**src/rtl/mem_access.sv**
```systemverilog
// Load/store unit: one outstanding data-memory access, ALU writeback passthrough,
// misalign/illegal detection. All outputs come straight from flops.
module mem_access (
  input  logic        clk,
  input  logic        rst,
  input  logic        in_valid,
  output logic        in_ready,
  input  logic        in_load,
  input  logic        in_store,
  input  logic [2:0]  in_funct3,
  input  logic [31:0] in_addr,
  input  logic [31:0] in_wdata,
  input  logic [4:0]  in_rd,
  input  logic [4:0]  in_reg_addr,
  input  logic [31:0] in_reg_data,
  output logic        dmem_req,
  output logic        dmem_we,
  output logic [31:0] dmem_addr,
  output logic [31:0] dmem_wdata,
  output logic [3:0]  dmem_wstrb,
  input  logic        dmem_ack,
  input  logic [31:0] dmem_rdata,
  output logic        wb_valid,
  output logic [4:0]  wb_addr,
  output logic [31:0] wb_data,
  output logic        fault,
  output logic [31:0] fault_addr
);

  typedef enum logic {IDLE, BUSY} state_e;

  typedef struct packed {
    logic       load;
    logic [2:0] funct3;
    logic [1:0] off;
    logic [4:0] rd;
  } op_t;

  state_e      state_q, state_d;
  op_t         op_q, op_d;
  logic        req_q, req_d;
  logic        we_q, we_d;
  logic [31:0] addr_q, addr_d;
  logic [31:0] wdata_q, wdata_d;
  logic [3:0]  wstrb_q, wstrb_d;
  logic        wbv_q, wbv_d;
  logic [4:0]  wba_q, wba_d;
  logic [31:0] wbd_q, wbd_d;
  logic        flt_q, flt_d;
  logic [31:0] fa_q, fa_d;

  logic        ld_ok, st_ok, mis, legal;
  logic [31:0] st_data;
  logic [3:0]  st_strb;
  logic [31:0] sh;
  logic [31:0] ld_ext;

  assign ld_ok = (in_funct3[1:0] != 2'b11) && !(in_funct3[2] && in_funct3[1]);
  assign st_ok = !in_funct3[2] && (in_funct3[1:0] != 2'b11);
  assign mis   = (in_funct3[1:0] == 2'b01 && in_addr[0])
              || (in_funct3[1:0] == 2'b10 && in_addr[1:0] != 2'b00);
  assign legal = (in_load ^ in_store) && (in_load ? ld_ok : st_ok) && !mis;

  always_comb begin
    st_data = in_wdata;
    st_strb = 4'b1111;
    unique case (1'b1)
      in_funct3[1:0] == 2'b00: begin
        st_data = {4{in_wdata[7:0]}};
        st_strb = 4'b0001 << in_addr[1:0];
      end
      in_funct3[1:0] == 2'b01: begin
        st_data = {2{in_wdata[15:0]}};
        st_strb = 4'b0011 << {in_addr[1], 1'b0};
      end
      default: ;
    endcase
  end

  // Halves are aligned, so a byte-lane shift serves both sizes.
  assign sh = dmem_rdata >> {op_q.off, 3'b000};

  always_comb begin
    ld_ext = dmem_rdata;
    unique case (op_q.funct3)
      3'b000:  ld_ext = {{24{sh[7]}}, sh[7:0]};
      3'b001:  ld_ext = {{16{sh[15]}}, sh[15:0]};
      3'b100:  ld_ext = {24'b0, sh[7:0]};
      3'b101:  ld_ext = {16'b0, sh[15:0]};
      default: ld_ext = dmem_rdata;
    endcase
  end

  always_comb begin
    state_d = state_q;
    op_d    = op_q;
    req_d   = req_q;
    we_d    = we_q;
    addr_d  = addr_q;
    wdata_d = wdata_q;
    wstrb_d = wstrb_q;
    wbv_d   = 1'b0;
    wba_d   = wba_q;
    wbd_d   = wbd_q;
    flt_d   = 1'b0;
    fa_d    = fa_q;
    unique case (state_q)
      IDLE: begin
        if (in_valid) begin
          if (!in_load && !in_store) begin
            wbv_d = |in_reg_addr;
            wba_d = in_reg_addr;
            wbd_d = in_reg_data;
          end else if (!legal) begin
            flt_d = 1'b1;
            fa_d  = in_addr;
          end else begin
            state_d = BUSY;
            req_d   = 1'b1;
            we_d    = in_store;
            addr_d  = {in_addr[31:2], 2'b00};
            wdata_d = in_store ? st_data : 32'b0;
            wstrb_d = in_store ? st_strb : 4'b0;
            op_d    = '{load: in_load, funct3: in_funct3,
                        off: in_addr[1:0], rd: in_rd};
          end
        end
      end
      BUSY: begin
        if (dmem_ack) begin
          state_d = IDLE;
          req_d   = 1'b0;
          we_d    = 1'b0;
          wstrb_d = 4'b0;
          if (op_q.load) begin
            wbv_d = |op_q.rd;
            wba_d = op_q.rd;
            wbd_d = ld_ext;
          end
        end
      end
      default: state_d = IDLE;
    endcase
  end

  always_ff @(posedge clk) begin
    if (!rst) begin
      state_q <= IDLE;
      op_q    <= '0;
      req_q   <= 1'b0;
      we_q    <= 1'b0;
      addr_q  <= '0;
      wdata_q <= '0;
      wstrb_q <= '0;
      wbv_q   <= 1'b0;
      wba_q   <= '0;
      wbd_q   <= '0;
      flt_q   <= 1'b0;
      fa_q    <= '0;
    end else begin
      state_q <= state_d;
      op_q    <= op_d;
      req_q   <= req_d;
      we_q    <= we_d;
      addr_q  <= addr_d;
      wdata_q <= wdata_d;
      wstrb_q <= wstrb_d;
      wbv_q   <= wbv_d;
      wba_q   <= wba_d;
      wbd_q   <= wbd_d;
      flt_q   <= flt_d;
      fa_q    <= fa_d;
    end
  end

  assign in_ready   = (state_q == IDLE);
  assign dmem_req   = req_q;
  assign dmem_we    = we_q;
  assign dmem_addr  = addr_q;
  assign dmem_wdata = wdata_q;
  assign dmem_wstrb = wstrb_q;
  assign wb_valid   = wbv_q;
  assign wb_addr    = wba_q;
  assign wb_data    = wbd_q;
  assign fault      = flt_q;
  assign fault_addr = fa_q;

endmodule

```
**config.mk**
```make
export PLATFORM = sky130hd
export DESIGN_NAME = mem_access
export DESIGN_NICKNAME = d
export VERILOG_FILES = /design/src/rtl/mem_access.sv
export SDC_FILE = /design/constraint.sdc
export NUM_CORES = 1
export LEC_CHECK = 0
export CAP_MARGIN = 40
export CELL_PAD_IN_SITES_DETAIL_PLACEMENT = 0
export CELL_PAD_IN_SITES_GLOBAL_PLACEMENT = 2
export CORE_MARGIN = 5
export CORE_UTILIZATION = 25
export CTS_BUF_LIST = sky130_fd_sc_hd__clkbuf_4
export CTS_CLUSTER_DIAMETER = 100
export DETAILED_ROUTE_END_ITERATION = 8
export GPL_TIMING_DRIVEN = 0
export PLACE_DENSITY = 0.88
export SYNTH_ARGS = -nofsm -noshare
export SYNTH_HDL_FRONTEND = slang
export SYNTH_SLANG_ARGS = --single-unit
export TNS_END_PERCENT = 100
```
**constraint.sdc**
```tcl
create_clock -name clk -period 2.9 [get_ports clk]
set_clock_uncertainty 0.1 [all_clocks]
set_input_delay 0.58 -clock clk [delete_from_list [all_inputs] [get_ports clk]]
set_output_delay 0.58 -clock clk [all_outputs]
set_load 0.05 [all_outputs]
```
==> summary by stage, run 1 <==
Timing
For the pin with the worst max-slew slack, the measured transition is 0.729 ns. Setup violations remaining at the end of the flow were counted as 0. In this run the tightest slew margin relative to its limit is 0.514. Setup repair after global routing left no endpoint under its margin. The portion of the clock cycle consumed by the worst path in the final layout is 0.957. The number of slew-limit violations in the final report came to 0. In the final timing run, aggregate negative setup slack is 0 ns. Across all hold checks on the routed design, the worst slack comes to 0.360 ns. Derived from the worst setup path, the maximum achievable clock frequency is 360 MHz. The final-report hold violation count is 0.

The clock period could shrink to 2.77 ns. The worst-case setup margin in the final layout is 0.125 ns.

Synth
The number of register bits inferred by synthesis is 151. Dividing the synthesized area by the synthesized cell count gives 8.92 um2. The share of the Yosys chip area taken by registers is 0.422. Ranked by instance count, the synthesized netlist is headed by nand2_1, dfxtp_1, mux2i_1. Of the post-synthesis cell area, the dominant cell type holds 0.422. Counting flops with an async set or reset pin after synthesis yields a share of 0. The number of distinct standard cells referenced by the synthesized netlist is 52. The synthesized cell area is 0.00717 mm2. The most repeated cell in the gate-level netlist after synthesis is nand2_1. Counting flops with a built-in enable in the synthesized netlist gives 0.

Yosys printed 0 warnings. Sorting the synthesized cells by area gives the leading types as dfxtp_1, mux2i_1, nand2_1, mux2_2, nand3_1. Synthesis produced a netlist whose cell count is 804.

The post-synthesis cell type with the largest combined area is dfxtp_1. The dominant register cell in the synthesized netlist is dfxtp_1.

Critical path
Across all register-to-register paths, the minimum setup slack is 0.88 ns. The critical path is of the reg2out type. The startpoint of the worst-slack reg-to-reg timing path is state_q.

The end of the worst register-to-register path is wb_data[31]. The largest driver fanout on the critical path is 9. The type of destination of the critical path is an output port. The number of cell instances on the worst register-to-register path is 6.

Data on the critical path arrives at its endpoint at 2.09 ns. The startpoint type of the worst setup path is a flip-flop. At the worst endpoint, the required time is 2.22 ns.

Place
Summed over all nets, the half-perimeter wirelength after detailed placement is 22.8 mm. The post-placement worst setup slack is -0.0680 ns. The congestion estimate from routability-driven global placement came to 0.798.

Counting tap cells, the placed design contains a total of 1472 instances. The port buffer count is 283. Summing all placed instances gives a cell area of 0.0105 mm2.

Layout
The number of nets in the final layout is 1255. The filler cells instantiated in the layout total 2976. Summing all multi-input logic gate instances after layout gives 0.00373 mm2. With fillers left out, the area of the finished cells amounts to 0.0108 mm2.

The area taken by flip-flops and latches is 0.00302 mm2. The layout overhead on the synthesized area is 50.9%. The share of the core filled with cells is 0.379. The final instance count without filler cells is 1506. In the final layout, the share of cells above drive strength 1 is 0.118.

CTS
TritonCTS created 17 clock buffers. The tree is rooted in a clkbuf_4. The number of gates resized after CTS was 0. The number of clock sinks is 151. TritonCTS built the clock tree. After clock tree synthesis, the clock-pin slew on the worst setup and hold paths is 0.18 ns.

In this run the post-CTS setup repair buffer count came out at 0. The H-tree level count is 4. The clock network latency to the later pin of the worst-skew pair is 0.55 ns. The number of buffers added to fix hold violations after cts is 0. The maximum number of buffers from clock root to sink is 2.

Hold path
Along the worst hold path, the cell count comes to 3. The hold path startpoint is in_store. The worst hold path belongs to the class in2reg. The worst hold path terminates at dmem_wdata[3].

Floorplanning
In this run the count of I/O pins placed on the die edge is 289. The effective utilization at floorplan is 0.251. The area of the die is 0.0322 mm2. The die is 179 um wide.

The floorplan has 62 rows. Measured along the y axis, the die boundary spans 179 um. The placeable core region is 0.0285 mm2.

Drt
After the first detailed-routing iteration, the DRC count stood at 197. The vias per cell is 4.60. The total vias in the final route is 6932. After detailed routing, the number of remaining DRC violations is 0.

Wires add up to 29.2 mm. After detailed routing, the average wire length per cell comes to 19.4 um. The number of nets with antenna violations after routing is 0. The first detailed-routing pass took 5 iterations.

Global routing
The number of global-route vias before repair is 7194. The total global routing track utilization is 0.177. The aggregate global routing overflow is 0. Entering global routing, the biggest net connects 20 pins. The first global-routing pass estimated 43.6 mm of wire. The number of antenna violations at the first check in global routing is 6.

Job
Across the run, the number of max-cap violations was 0.

Power and ir drop
Of the total power, combinational logic draws 0.232. The overall power of the completed layout is 4.73 mW. For this design the ratio of total power to cell area is 437 mW/mm2. The internal power is 3.03 mW. The net switching component of the power is 1.70 mW. The worst ir drop on vdd is 242 uV.

The share of power burned in the clock network is 0.304. Of the total power, registers draw 0.464. For this design the static power due to leakage is 3.71 nW. Of the total power, the share spent switching nets is 0.360.

Outcome
The run finished with clean final reports.
layout make-up:
type | instances | share of cell area
buffer | 69 | 0.0372
clock buffer | 17 | 0.0118
timing repair buffer | 283 | 0.262
antenna | 2 | 0.000463
inverter | 6 | 0.00208
clock inverter | 15 | 0.0184
tap | 384 | 0.0444
sequential | 151 | 0.279
multi-input combinational | 579 | 0.344
logic make-up (layout without fill, tap and decap cells):
group / count (synthesis) / after routing / share of synthesized area
other cells: 1 / 4 / 0.000523
mux: 118 / 118 / 0.169
buf+inv: 75 / 390 / 0.0593
flops: 151 / 151 / 0.422
fa+ha+maj: 1 / 1 / 0.00174
simple gates: 298 / 298 / 0.174
compound gates: 160 / 160 / 0.174
state kept, by name, indices dropped and copies added (netlist names), 4 cells and up:
register,cells
op_q,11
fault_addr,32
wb_addr,5
dmem_wdata,32
dmem_addr,30
dmem_wstrb,4
wb_data,32
power groups by stage:
stage	clock network, mW	registers (mW)	logic [mW]
after global routing	1.59	2.20	1.17
after CTS	1.51	2.19	1.11
after floorplan	0	2.48	0.361
after detailed placement	0	2.24	1.11
after global placement	0	2.23	1.10
final	1.44	2.19	1.10
worst max path at each step:
stage	startpoint	endpoint	slack, ns	depth (start not counted)
after floorplan	in_store	fault_addr[10]	0.55	9
after global placement	in_store	wb_data[22]	-0.03	8
after detailed placement	in_store	wb_data[31]	-0.07	8
after CTS	state_q	in_ready	0.05	3
after global routing	state_q	in_ready	0.005	3
final	state_q	in_ready	0.13	3
layer usage:
layer	vias up	track usage	wire (um)
met3	28	0.0692	2570
li1	3424	-	-
met2	233	0.297	13700
met1	3239	0.217	12600
met4	8	0.0378	359
met5	-	0	46
placed cells by master, fill, tap and decap left out, types with 7 or more instances in the layout:
master,Yosys,final
clkbuf_4,0,17
clkdlybuf4s50_1,0,283
a41oi_2,10,10
a31o_2,7,7
mux2_2,25,25
clkinv_8,0,8
dfxtp_1,151,151
a211oi_1,21,21
a2bb2oi_1,17,17
o21ai_2,10,10
buf_2,16,16
nand2_1,198,198
clkbuf_1,29,29
mux2i_1,93,93
o221ai_1,8,8
o21ai_0,22,22
buf_6,15,15
a21oi_1,14,14
o21ai_1,20,20
nand3_1,40,40
nor2_1,39,39
critical path: stages, from the launching register on:
cell	delay [ns]
dfxtp_1	0.33
buf_2	0.17
clkinv_1	0.26
clkdlybuf4s50_1	0.79
No activity file was read; power rests on OpenSTA's default activity.
==> run 2, diff against run 1 <==
- CORE_UTILIZATION: 25 -> 37
- DONT_BUFFER_PORTS: not set -> 1
- HOLD_SLACK_MARGIN: not set -> 0.05
==> summary by stage, run 2 (synthesized netlist as in run 1, its figures left out) <==
Layout
The area taken by flip-flops and latches is 0.00302 mm2. In the final layout, the multi-input gates occupy 0.00373 mm2. The number of nets in the final layout is 1018.

The fraction of layout cells with a size suffix above 1 is 0.149. The library cells used most frequently in the layout, excluding fill and tap cells, are nand2_1, dfxtp_1, mux2i_1. Fill cells in the final layout number 1987. The layout overhead on the synthesized area is 15.8%. The most frequent standard cell in the layout excluding fill and tap cells is nand2_1. At the end of the flow the core is filled with cells to 0.431.

Hold path
The number of cells on the worst hold path is 2. The tightest min-delay check is of the in2reg type. The path with the worst hold slack has its endpoint at wb_data[17]. The hold path startpoint is dmem_rdata[17].

Drt
For this block, the routed nets add up to 24.9 mm of wire. In this run the remaining antenna-violating nets after routing total 0. In the routed layout, each cell is associated on average with a via count of 5.37. In the routed design, unresolved DRC markers number 0. The final route contains 6176 vias. Dividing the detail-routed wire length by the instance count gives 21.6 um. The detailed route wirelength on metal2 is 11.9 mm.

The first detailed-routing pass took 5 iterations. The highest metal layer carrying signal wires in the routed design is met4. The number of DRC markers in iteration 0 is 354. The routed design uses 2.53 mm of met3 wire. After detailed routing, the wire length on met1 is 10.0 mm.

Timing
The number of setup violations in the final report is 0. The final-report hold violation count is 0. For the final routed database, the setup TNS stands at 0 ns. In the finished design, the share of the clock period the worst path needs comes to 0.791. Setup repair after global routing left no endpoint under its margin. The slew of the pin with the lowest slew margin is 0.694 ns.

After layout, the minimum clock period comes to 2.30 ns. Static timing analysis puts the maximum clock frequency at 436 MHz. In this run the tightest slew margin relative to its limit is 0.538. The number of slew-limit violations in the final report was 0.

Global routing
The number of global-route vias before repair is 6304. The first-pass GRT wire length is 37.3 mm. The aggregate global routing overflow is 0.

The total global routing track utilization is 0.217. The maximum number of pins on one net before global-route repair is 17. The number of antenna violations at the first check in global routing is 1.

Place
The port buffer count is 0. The HPWL after detailed placement is 19.0 mm. The congestion estimate from routability-driven global placement came to 0.803.

Floorplanning
The floorplan step defined a core boundary enclosing 0.0193 mm2. The die covers 0.0223 mm2. Pin placement for this block handled 289 I/O pins. The horizontal die dimension is 149 um.

The floorplan row count is 51. The initial utilization of the core area, before any placement, comes to 0.372. The die height is 149 um.

Critical path
The startpoint type of the worst setup path is a flip-flop. STA puts the critical path data arrival time at 1.62 ns. At the worst endpoint, the required time is 2.22 ns. The number of cell instances on the worst register-to-register path is 5. The worst setup path is of the reg2out kind. The flop-to-flop setup slack is 0.85 ns.

The largest driver fanout on the critical path is 9. STA classifies the critical path endpoint as an output port. The startpoint of the worst-slack reg-to-reg timing path is state_q. The endpoint identified for the worst register-to-register timing path is wb_data[31].

CTS
The clock tree synthesis step divided the H-tree into 4 levels. The number of gates given a new drive strength after cts is 0. The total clock buffers created by CTS is 17. The number of clock sinks is 151. Buffers inserted to repair hold after CTS numbered 46.

TritonCTS built the clock tree. After clock tree synthesis, the clock-pin slew on the worst setup and hold paths is 0.15 ns. The root buffer cell is clkbuf_4. At the later pin of the worst-skew pair, clock insertion delay measures 0.55 ns. In this run the post-CTS setup repair buffer count came out at 0. The maximum number of buffers from clock root to sink is 2.

Outcome
The flow ran to the end, and the final reports show no timing, DRC or antenna violations.

Power and ir drop
In this run the power density over the cells is 545 mW/mm2. The internal power is 3.01 mW. Across the VDD grid, the largest voltage drop is 262 uV. Of the total power, the clock network draws 0.342.

The switching share of power is 0.334. Of the total power, registers draw 0.543. The share of total power dissipated in combinational logic is 0.115.

Overall power consumption after layout is estimated at 4.52 mW. The reported leakage power is 2.86 nW. The net switching component of the power is 1.51 mW.

Job
Across the run, the number of max-cap violations was 0.
[run 2: power groups by stage]
stage	clock network (mW)	registers [mW]	logic, mW
floorplan	0	2.48	0.361
global placement	0	2.50	0.465
detailed placement	0	2.50	0.469
CTS	1.59	2.46	0.523
global route	1.67	2.47	0.573
finish	1.55	2.46	0.520
[run 2: area by class of cell]
class | instances | share of cell area
inverter | 6 | 0.00271
timing repair buffer | 46 | 0.0554
multi-input combinational | 579 | 0.449
antenna | 2 | 0.000603
clock buffer | 17 | 0.0154
sequential | 151 | 0.364
tap | 265 | 0.0399
clock inverter | 15 | 0.0247
buffer | 69 | 0.0485
[run 2: worst max path at each step]
stage,from,to,slack [ns],cells after the start
after global placement,in_store,wb_data[26],0.06,8
after detailed placement,in_store,wb_data[26],0.05,8
after CTS,state_q,in_ready,0.55,2
after floorplan,in_store,fault_addr[10],0.55,9
after global routing,in_store,wb_data[26],0.49,8
final,state_q,in_ready,0.60,2
[run 2: worst max-delay path: stages, from the launching register on]
cell	delay, ns
dfxtp_1	0.33
buf_2	0.17
clkinv_1	0.56
[run 2: metal layers]
layer  vias to the layer above  global-route usage
li1                       2956                   -
met5                         -                   0
met1                      2928               0.257
met3                        28              0.0863
met2                       264               0.360
met4                         0              0.0728
[run 2: stage by stage]
step                      instance area (um2)  hold slack (ns)  instances  worst slack [ns]
after floorplan                          7170            0.347        805             0.547
after global placement                   7510            0.379       1070            0.0585
after detailed placement                 7510            0.385       1070            0.0456
after CTS                                8300           0.0539       1148             0.550
after global routing                     8300           0.0541       1150             0.485
final                                    8300           0.0947       1150             0.605
==> run 3, diff against run 2 <==
- clock period: 2.9 -> 2.25 ns (I/O delays scaled with it)
==> summary by stage, run 3 (synthesized netlist as in run 1, its figures left out) <==
Timing
The sum of negative setup slack is 0 ns. The final-report hold violation count is 0. Setup repair after global routing left no endpoint under its margin. The hold slack is 0.0935 ns. After layout, the minimum clock period comes to 2.06 ns. Setup violations remaining at the end of the flow were counted as 0. In this run the tightest slew margin relative to its limit is 0.536. At the pin with the least slew margin, the transition time is 0.696 ns. The highest clock frequency the design can meet is 484 MHz. The number of slew-limit violations in the final report is 0.

The portion of the clock cycle consumed by the worst path in the final layout is 0.918.

CTS
Clock tree synthesis found a total of 151 sinks. The total clock buffers created by CTS is 17. Clock-pin slew was measured on the worst setup and hold paths at 0.15 ns. The post-CTS repair timing setup buffer count is 0.

The tree is rooted in a clkbuf_4. The clock tree from TritonCTS is done. The H-tree level count is 4. Clock latency on the worst-skew pair, taken at its later pin, is 0.55 ns. The clock passes through at most 2 buffers.

Critical path
The type of destination of the critical path is a flip-flop. Of all nets on the critical path, the largest fanout is 10. At the worst endpoint, the required time is 2.60 ns. The critical path is of the reg2reg type. STA classifies the critical path startpoint as a flip-flop. The signal arrival time at the worst endpoint is 2.41 ns.

Drt
The number of DRC markers in iteration 0 is 316. Dividing the detail-routed via count by the number of cells gives 5.36. Once detail routing completed, the nets flagged for antenna violations numbered 0. For this run, design rule violations remaining after detail routing come to 0. The first detailed-routing pass took 5 iterations.

After detailed routing, the average wire length per cell comes to 21.5 um. Summed over all layers, the routed wires come to 25.8 mm. The total vias in the final route is 6444.

Layout
The library cell used most frequently in the layout, excluding fill and tap cells, is nand2_1. The share of the core filled with cells is 0.458. From synthesis to final layout, the design area changed by 23.1%. The filler cells instantiated in the layout total 1934. In the layout the commonest cells are nand2_1, dfxtp_1, dlygate4sd3_1. The number of nets in the final layout is 1070. After the flow finishes, the layout carries non-filler instances totaling 1202. In the final layout, the share of cells above drive strength 1 is 0.143.

Global routing
The number of global-route vias before repair came to 6643. The met2 demand-to-capacity share in global routing is 0.373. The peak-usage layer in the global routing report is met2. The number of antenna violations at the first check in global routing is 1. In the global route stage, met1 resource usage came out at 0.269. The met3 track demand over resource in global routing is 0.0830. The total global routing track utilization is 0.225. Entering global routing, the biggest net connects 17 pins. The first-pass GRT wire length is 38.7 mm. Summed over all layers, the global routing overflow is 0.

Power and ir drop
The worst-case IR drop observed on VDD is 338 uV. The overall power of the completed layout is 5.92 mW. In this run the static leakage power is 3.08 nW.

Dividing total power by cell area gives a power density of 671 mW/mm2.

Hold path
The class of the worst hold path is in2reg.

Floorplanning
The count of pins on the block boundary is 289. For this configuration, the core starts out at a cell density of 0.372. The die is 149 um tall. The die covers 0.0223 mm2. In this run the core area contains 51 standard-cell rows. The placeable core region is 0.0193 mm2. The horizontal die dimension is 149 um.

Place
Routability-driven placement finished with a final weighted congestion of 0.803. Buffers placed on the I/O ports in this run total 0. The HPWL after detailed placement is 19.0 mm. The placed instance count is 1070.

Job
Max-cap violations in this run came to 0.

Outcome
The flow ran to the end, and the final reports show no timing, DRC or antenna violations.
run 3: cell count changes in the layout (fill, tap and decap cells not counted), sizes merged:
cell         before  now
clkinv            2    1
dlygate4sd3      46   98
clkinvlp          2    3
run 3: final cells by class:
type | count | area [um2] | share of cell area
Inverter | 6 | 26.3 | 0.00298
Buffer | 69 | 404 | 0.0458
Clock buffer | 17 | 128 | 0.0145
Tap cell | 265 | 332 | 0.0376
Clock inverter | 15 | 205 | 0.0232
Antenna cell | 2 | 5.00 | 0.000567
Multi-Input combinational cell | 579 | 3730 | 0.422
Timing Repair Buffer | 98 | 981 | 0.111
Sequential cell | 151 | 3020 | 0.342
run 3: report_power, final:
group          switching (mW)  leakage [nW]  internal [mW]  total (mW)
clock network            1.17         0.174          0.826        2.00
logic                   0.414          1.68          0.344       0.758
registers               0.396          1.23           2.77        3.17
total                    1.98          3.08           3.94        5.92
run 3: timing repair:
action,4_1_cts,5_1_grt
hold buffers,98,0
hold endpoints to repair,118,0
setup endpoints to repair,0,7
resized for setup,0,3
run 3: worst paths after layout:
check,start,end,slack (ns),cells after the start
hold reg to reg,op_q[3],op_q[3],0.40,2
setup reg to reg,state_q,wb_data[31],0.19,5
hold / removal,in_addr[0],dmem_wstrb[0],0.09,3
setup / recovery,state_q,wb_data[31],0.19,5
run 3: metrics by stage:
step	setup slack, ns	cell area, um2
final	0.185	8830
after global routing	0.0181	8830
after CTS	0.0301	8820
after detailed placement	-0.474	7510
after global placement	-0.461	7510
after floorplan	0.0266	7170
run 3: worst max-delay path, cell delays in order (launching register included):
cell	delay, ns
dfxtp_1	0.33
buf_2	0.19
clkbuf_1	0.48
buf_2	0.37
buf_2	0.34
a41oi_1	0.15
run 3: layer usage:
layer / up-vias / share of wire
met3: 36 / 0.095
met5: - / 0
met2: 285 / 0.48
li1: 3065 / -
met4: 0 / 0.022
met1: 3058 / 0.41
